--- src/rtl/flex_pts_tx.sv ---
// ---------------------------------------------------------------------------
// flex_pts_tx
// Framed parallel-to-serial transmitter for the serial link.
//
// A word is captured on a valid/ready handshake. The line then carries a
// start bit (0), NUM_BITS data bits, an optional even-parity bit and a stop
// bit (1). Each bit is held on the line for BIT_PERIOD clocks.
//
// Parameters
//   NUM_BITS    data bits per frame (>= 2)
//   SHIFT_MSB   1: MSB first, 0: LSB first
//   BIT_PERIOD  clocks per line bit (>= 1)
//   PARITY_EN   1: append even parity (XOR of the data bits) after the data
//
// Ports
//   clk         system clock, rising edge
//   n_rst       synchronous active-low reset
//   tx_data     word to send, sampled only on an accepting edge
//   tx_valid    tx_data is valid
//   tx_ready    high only while idle
//   serial_out  registered line output, idle high
//   tx_busy     a frame is in progress
//   tx_done     one-clock pulse on the last clock of the stop bit
// ---------------------------------------------------------------------------
module flex_pts_tx #(
  parameter int NUM_BITS   = 8,
  parameter int SHIFT_MSB  = 0,
  parameter int BIT_PERIOD = 10,
  parameter int PARITY_EN  = 0
) (
  input  logic                clk,
  input  logic                n_rst,
  input  logic [NUM_BITS-1:0] tx_data,
  input  logic                tx_valid,
  output logic                tx_ready,
  output logic                serial_out,
  output logic                tx_busy,
  output logic                tx_done
);

  localparam int CW = $clog2(BIT_PERIOD + 1);
  localparam int BW = $clog2(NUM_BITS);
  localparam logic [CW-1:0] PER_LAST = CW'(BIT_PERIOD - 1);
  localparam logic [BW-1:0] BIT_LAST = BW'(NUM_BITS - 1);

  typedef enum logic [2:0] {
    IDLE,
    START,
    DATA,
    PARITY,
    STOP
  } state_t;

  state_t              state_reg, state_next;
  logic [CW-1:0]       per_cnt_reg, per_cnt_next;
  logic [BW-1:0]       bit_cnt_reg, bit_cnt_next;
  logic [NUM_BITS-1:0] shift_reg, shift_next;
  logic [NUM_BITS-1:0] shift_adv;
  logic                parity_reg, parity_next;
  logic                serial_reg, serial_next;
  logic                accept;
  logic                per_last;
  logic                bit_last;

  assign accept   = tx_valid && (state_reg == IDLE);
  assign per_last = (per_cnt_reg == PER_LAST);
  assign bit_last = (bit_cnt_reg == BIT_LAST);

  // Shift register advanced by one bit: the next bit to send always sits at
  // the outgoing end (bit 0 for LSB-first, bit NUM_BITS-1 for MSB-first).
  genvar gi;
  generate
    for (gi = 0; gi < NUM_BITS; gi++) begin : g_adv
      if (SHIFT_MSB != 0) begin : g_msb
        if (gi == 0) begin : g_fill
          assign shift_adv[gi] = 1'b0;
        end else begin : g_move
          assign shift_adv[gi] = shift_reg[gi-1];
        end
      end else begin : g_lsb
        if (gi == NUM_BITS - 1) begin : g_fill
          assign shift_adv[gi] = 1'b0;
        end else begin : g_move
          assign shift_adv[gi] = shift_reg[gi+1];
        end
      end
    end
  endgenerate

  always_ff @(posedge clk) begin
    if (!n_rst) begin
      state_reg   <= IDLE;
      per_cnt_reg <= '0;
      bit_cnt_reg <= '0;
      shift_reg   <= '0;
      parity_reg  <= 1'b0;
      serial_reg  <= 1'b1;
    end else begin
      state_reg   <= state_next;
      per_cnt_reg <= per_cnt_next;
      bit_cnt_reg <= bit_cnt_next;
      shift_reg   <= shift_next;
      parity_reg  <= parity_next;
      serial_reg  <= serial_next;
    end
  end

  always_comb begin
    state_next   = state_reg;
    per_cnt_next = per_cnt_reg;
    bit_cnt_next = bit_cnt_reg;
    shift_next   = shift_reg;
    parity_next  = parity_reg;
    serial_next  = 1'b1;

    unique case (state_reg)
      IDLE: begin
        if (accept) begin
          state_next   = START;
          per_cnt_next = '0;
          bit_cnt_next = '0;
          shift_next   = tx_data;
          // Parity is taken from the word as captured, since the shift
          // register is consumed while the data bits go out.
          parity_next  = ^tx_data;
        end
      end
      START: begin
        if (per_last) begin
          state_next   = DATA;
          per_cnt_next = '0;
        end else begin
          per_cnt_next = per_cnt_reg + CW'(1);
        end
      end
      DATA: begin
        if (per_last) begin
          per_cnt_next = '0;
          if (bit_last) begin
            state_next = (PARITY_EN != 0) ? PARITY : STOP;
          end else begin
            bit_cnt_next = bit_cnt_reg + BW'(1);
            shift_next   = shift_adv;
          end
        end else begin
          per_cnt_next = per_cnt_reg + CW'(1);
        end
      end
      PARITY: begin
        if (per_last) begin
          state_next   = STOP;
          per_cnt_next = '0;
        end else begin
          per_cnt_next = per_cnt_reg + CW'(1);
        end
      end
      STOP: begin
        if (per_last) begin
          state_next   = IDLE;
          per_cnt_next = '0;
        end else begin
          per_cnt_next = per_cnt_reg + CW'(1);
        end
      end
      default: begin
        state_next   = IDLE;
        per_cnt_next = '0;
      end
    endcase

    // The line is registered, so it is derived from the upcoming state:
    // this keeps serial_out aligned with state_reg on every clock.
    unique case (state_next)
      START:   serial_next = 1'b0;
      DATA:    serial_next = (SHIFT_MSB != 0) ? shift_next[NUM_BITS-1] : shift_next[0];
      PARITY:  serial_next = parity_next;
      default: serial_next = 1'b1;
    endcase
  end

  assign serial_out = serial_reg;
  assign tx_ready   = (state_reg == IDLE);
  assign tx_busy    = (state_reg != IDLE);
  assign tx_done    = (state_reg == STOP) && per_last;

endmodule

--- config.mk ---
export PLATFORM = sky130hd
export DESIGN_NAME = flex_pts_tx
export DESIGN_NICKNAME = d
export VERILOG_FILES = /design/src/rtl/flex_pts_tx.sv
export SDC_FILE = /design/constraint.sdc
export NUM_CORES = 1
export LEC_CHECK = 0
export CORE_AREA = 2 2 62 64
export DETAILED_ROUTE_END_ITERATION = 7
export DIE_AREA = 0 0 64 66
export PLACE_DENSITY_LB_ADDON = 0.15
export SKIP_CTS_REPAIR_TIMING = 1
export SLEW_MARGIN = 15
export SYNTH_ARGS = -nofsm -noshare
export SYNTH_HDL_FRONTEND = slang
export SYNTH_SLANG_ARGS = --single-unit
--- constraint.sdc ---
create_clock -name clk -period 2.7 [get_ports clk]
set_clock_uncertainty 0.15 [all_clocks]
set_input_delay 0.675 -clock clk [delete_from_list [all_inputs] [get_ports clk]]
set_output_delay 0.675 -clock clk [all_outputs]
set_load 0.01 [all_outputs]
* After elaboration in Yosys (flattened, before gate mapping)
Cells that the tools add are included.
Storage, ports and cells: bits in registers 20, latch bits 0, bits in writable memories 0, ROM bits 0, input port bits 11, output and inout port bits 4, word-level logic and storage cells 50, memories 0
Cells by class: add/sub/neg operators 2, multiply operators 0, div/mod/pow operators 0, $lt $le $gt $ge 0, equal/unequal tests 12, shift operators 0, multiplexer cells 21, bitwise operators 0, reductions and logical operators 8
Operator list (number):
- 2-to-1 mux 3 bit | 9
- 2-to-1 mux 8 bit | 3
- one-hot mux 8 bit (2 select lines) | 1
- one-hot mux 3 bit (5 select lines) | 1
- equality test 3 x 2 -> 1 bit, second input constant | 4
- 2-to-1 mux 4 bit | 2
- one-hot mux 4 bit (2 select lines) | 1
- XOR reduction 8 bit | 1
- equality test 3 x 1 -> 1 bit, second input constant | 2
- equality test 3 bit, second input constant | 2
- one-hot mux 3 bit (2 select lines) | 1
- adder 4 x 1 -> 4 bit, second input constant | 1
- equality test 4 bit, second input constant | 1
- != test 2 bit, second input constant | 2
- AND reduction 4 bit | 1
- OR reduction 4 bit | 1
- adder 3 x 1 -> 3 bit, second input constant | 1
- logical NOT 3 bit | 1
- one-hot mux 1 bit (3 select lines) | 1
- nonzero test 3 bit | 1
- logical AND 1 bit | 2
- 2-to-1 mux 1 bit | 2
- != test 2 x 1 -> 1 bit, second input constant | 1
- nonzero test 2 bit | 1

* Depth between registers and ports, before layout
Gate-level depths: netlist of run 1.
depth in word-level cells 6, gate-level depth with buffers 8, depth with buffers taken out 7

* Worst setup path before layout of run 1
No wires, ideal clock.
path kind reg2reg, start register bit_cnt_reg[0], end register serial_reg (netlist: serial_out), library setup time 0.129 ns, arrival time 1.657 ns, required time 2.421 ns, slack 0.764 ns, stages on the path, launching flop included 9, buffers on the path 1, period minus slack after synthesis 1.936 ns, path through dfxtp_1 -> ha_1 -> ha_1 -> and4bb_4 -> and3_4 -> buf_6 -> a221o_1 -> o21ai_1 -> nand3_1
On the way: word-level cells in the longest chain between the ends 6, elaborated cells between the ends (all ways) 11, classes of those cells 4 x eq/ne; 7 x mux
Ends and longest elaborated chain:
- start, declared | line 56 | logic [BW-1:0] bit_cnt_reg, bit_cnt_next;
- start signal, assigned | line 101 | bit_cnt_reg <= bit_cnt_next;
- equality test 3 bit (*) | line 67 | assign bit_last = (bit_cnt_reg == BIT_LAST);
- 2-to-1 mux 3 bit | line 139 | if (bit_last) begin
- 2-to-1 mux 3 bit | line 137 | if (per_last) begin
- one-hot mux 3 bit (5 select lines) | line 116 | unique case (state_reg)
- equality test 3 x 2 -> 1 bit or equality test 3 x 1 -> 1 bit (tied branches) | line 173 | unique case (state_next)
- one-hot mux 1 bit (3 select lines) (*) | line 173
- end signal, assigned | line 104 | serial_reg <= serial_next;
- end, declared | line 60 | logic serial_reg, serial_next;
Mark *: on every way between the ends. The rest lies on a longest branch, timed or not. The select of a mux whose other input is x is not followed. A chain may end at the register's enable or synchronous reset.

* Worst setup path in the final report of run 1
start register per_cnt_reg[1], end output port tx_done
On the way: word-level cells in the longest chain between the ends 2
Ends and longest elaborated chain:
- start, declared | line 55 | logic [CW-1:0] per_cnt_reg, per_cnt_next;
- start signal, assigned | line 100 | per_cnt_reg <= per_cnt_next;
- equality test 4 bit | line 66 | assign per_last = (per_cnt_reg == PER_LAST);
- logical AND 1 bit | line 184 | assign tx_done = (state_reg == STOP) && per_last;
- end, declared | line 38 | output logic tx_done
No other way between the ends.

==> results of run 1 <==
[metrics by stage]
stage | hold WS, ns | util | instance area (um2) | power (mW) | setup WS [ns]
6_report | 0.310 | 0.343 | 1220 | 0.559 | 0.179
5_1_grt | 0.338 | 0.343 | 1220 | 0.591 | 0.0270
4_1_cts | 0.316 | 0.340 | 1210 | 0.570 | 0.0530
3_5_place_dp | 0.298 | 0.334 | 1190 | 0.427 | 0.306
3_3_place_gp | 0.293 | 0.334 | 1190 | 0.426 | 0.345
2_1_floorplan | 0.286 | - | 992 | 0.386 | 0.764
[Yosys cell counts]
| library cell | number |
|---|---|
| a21oi_1 | 13 |
| a221o_1 | 1 |
| a22oi_1 | 7 |
| a31oi_1 | 2 |
| a32oi_1 | 1 |
| and2_1 | 2 |
| and2b_1 | 1 |
| and3_4 | 1 |
| and4bb_4 | 1 |
| buf_2 | 2 |
| buf_6 | 1 |
| clkbuf_1 | 2 |
| clkinv_1 | 1 |
| dfxtp_1 | 20 |
| ha_1 | 4 |
| inv_1 | 2 |
| mux2i_1 | 1 |
| nand2_1 | 9 |
| nand2b_1 | 1 |
| nand3_1 | 3 |
| nand3b_1 | 1 |
| nand4_1 | 2 |
| nor2_1 | 16 |
| nor2_2 | 1 |
| nor2b_1 | 2 |
| nor4b_2 | 1 |
| o21ai_0 | 2 |
| o21ai_1 | 4 |
| o31a_1 | 1 |
| or3_1 | 1 |
| or3_4 | 1 |
| or3b_1 | 1 |
| xnor2_1 | 7 |
[worst max-delay path: stages (launching register included)]
cell	delay, ns
dfxtp_1	0.35
inv_1	0.06
ha_1	0.15
nand3b_1	0.16
nor2_1	0.14
clkdlybuf4s50_1	0.54
[power groups by stage]
| stage | Sequential, mW | Combinational (mW) | Clock, mW |
|---|---|---|---|
| CTS | 0.318 | 0.103 | 0.149 |
| floorplan | 0.324 | 0.0623 | 0 |
| detailed placement | 0.325 | 0.102 | 0 |
| global route | 0.320 | 0.114 | 0.157 |
| finish | 0.318 | 0.101 | 0.140 |
| global placement | 0.325 | 0.101 | 0 |
[area by class of cell]
| class | count | area, um2 | share of cell area |
|---|---|---|---|
| repair buffers | 18 | 170 | 0.140 |
| well taps | 48 | 60.1 | 0.0493 |
| multi-input cells | 87 | 552 | 0.453 |
| flip-flops and latches | 20 | 402 | 0.330 |
| clock buffers | 3 | 22.5 | 0.0185 |
| inverters | 3 | 11.3 | 0.00925 |
[cells by family after synthesis]
group | count (synthesis) | synth area share
AOI/OAI and AO/OA | 31 | 0.189
xor gates and xnor gates | 7 | 0.0618
adders and majority gates | 4 | 0.0504
buffers and inverters | 8 | 0.0404
DFF | 20 | 0.404
muxes | 1 | 0.0101
and+or+nand+nor | 44 | 0.245
[layer usage]
layer,GRT usage,up-vias
li1,-,441
met1,0.126,403
met2,0.194,13
met3,0.0273,2
met4,0.0326,0
met5,0,-
[final timing paths]
kind                       start              to  depth (start not counted)
hold reg to reg   bit_cnt_reg[1]  bit_cnt_reg[1]                          2
setup / recovery  per_cnt_reg[1]         tx_done                          5
hold / removal    bit_cnt_reg[1]  bit_cnt_reg[1]                          2
setup reg to reg  bit_cnt_reg[0]      serial_out                          7
==> metrics.yaml, run 1 <==
cells_and_area:
  antenna_cells: 0
  nets: 148
  instances_no_fill: 179
  layout-drive-gt1-share: 0.0992
  layout_common_cells: "dfxtp_1, nor2_1, clkdlybuf4s50_1"
  fillCellCount: 381
  areaGrowthSynthToFinish_pct: 22.7
  largest_reg_flops: 8
  final_common_cell: "dfxtp_1"
clock_tree:
  clock_sinks: 20
  clock_latency_ns: 0.29
  clockBufferDepth: 2
  cts_root_buffer: "clkbuf_4"
  path_clk_slew_ns: 0.11
  cts_tree: "built"
  cts_buffers: 3
  htreeDepth: 1
critical_path:
  critPathLaunchType: "flip-flop"
  required_ns: 1.88
  worstPathMaxFanout: 5
  crit_path_end_kind: "output port"
  timing_worst_setup_path_type: "reg2out"
  reg2reg_slack_ns: 0.69
  cp.arrival_ns: 1.70
synth:
  synth_seq_cells: 20
  yosysSeqAreaShare: 0.404
  synth_area_leaders: "dfxtp_1, a21oi_1, xnor2_1"
  avgSynthCellArea_um2: 8.63
  yosysUniqueCellTypes: 33
  synth_cells: 115
  netlist_area_um2: 992
  yosys.area.top_type: "dfxtp_1"
  ys_warn_count: 0
  netlist.area_leader.share: 0.404
  synth_nets: 130
global_routing:
  grt_max_degree: 13
  antenna_found_initial: 0
  grt_pass1_vias: 875
  grt_pass1_wl_um: 3680
  grt_overflow: 0
  grt_usage: 0.108
placed_design:
  dpl.hpwl_um: 1510
  io_buffer_count: 14
  dpl.cell_count: 175
  gp_congestion: 0.714
route:
  dr.pass1.iters: 4
  drc: 0
  wl_met3_um: 87
  met1_length_um: 942
  antenna_left: 0
  wl_met2_um: 944
  routed_wl_um: 1990
  route.vias.total: 859
  viasPerCell: 4.80
  dr.max_layer_used: "met4"
  wl_per_cell_um: 11.1
  dr.first_iter.drc_count: 41
power_and_ir_drop:
  sw_frac_of_total: 0.259
  powerDensity_nw_per_um2: 459
  power.internal_uw: 414
  p_comb_frac: 0.181
  ir_worst_vdd_uv: 156
  seqPwrFrac: 0.569
  p_leak_nw: 0.428
  clkPwrFrac: 0.250
  p_switching_uw: 145
sta:
  rsz0062_at_grt: "false"
  fin_tns_setup_ns: 0
  min_period_ns: 2.52
  slew_headroom: 0.741
  setup_viol_count_final: 0
  hold_violations: 0
  fmax_ghz: 0.397
  period_share: 0.934
  tightestPinTransition_ns: 0.388
  drv_slew: 0
floorplan:
  io_pins: 15
  coreArea_um2: 3550
  die_h_um: 66
  die_x_um: 64
  initial_core_util: 0.279
  core.rowCount: 22
  dieArea_um2: 4220
min_path:
  hold_path.class: "reg2reg"
status:
  outcome: "complete, no violations"
job:
  cap_violations: 0
Note: power is estimated with default switching activity, not from simulation.
==> inputs of run 2 (changes only) <==
--- a/config.mk
+++ b/config.mk
@@ -5,6 +5,7 @@
 export SDC_FILE = /design/constraint.sdc
 export NUM_CORES = 1
 export LEC_CHECK = 0
+export CAP_MARGIN = 0
 export CORE_AREA = 2 2 62 64
 export DETAILED_ROUTE_END_ITERATION = 7
 export DIE_AREA = 0 0 64 66
==> results of run 2 <==
Same layout as run 1: the final DEF is identical, and so are final timing and power.
==> inputs of run 3 (changes only) <==
--- a/config.mk
+++ b/config.mk
@@ -9,6 +9,7 @@
 export CORE_AREA = 2 2 62 64
 export DETAILED_ROUTE_END_ITERATION = 7
 export DIE_AREA = 0 0 64 66
+export MAX_ROUTING_LAYER = met4
 export PLACE_DENSITY_LB_ADDON = 0.15
 export SKIP_CTS_REPAIR_TIMING = 1
 export SLEW_MARGIN = 15
==> results of run 3 <==
Same layout as run 1: the final DEF is identical, and so are final timing and power.
Among the figures that moved: final weighted congestion in routability-driven placement 0.714 -> 0.722; overall routing resource usage 0.108 -> 0.111
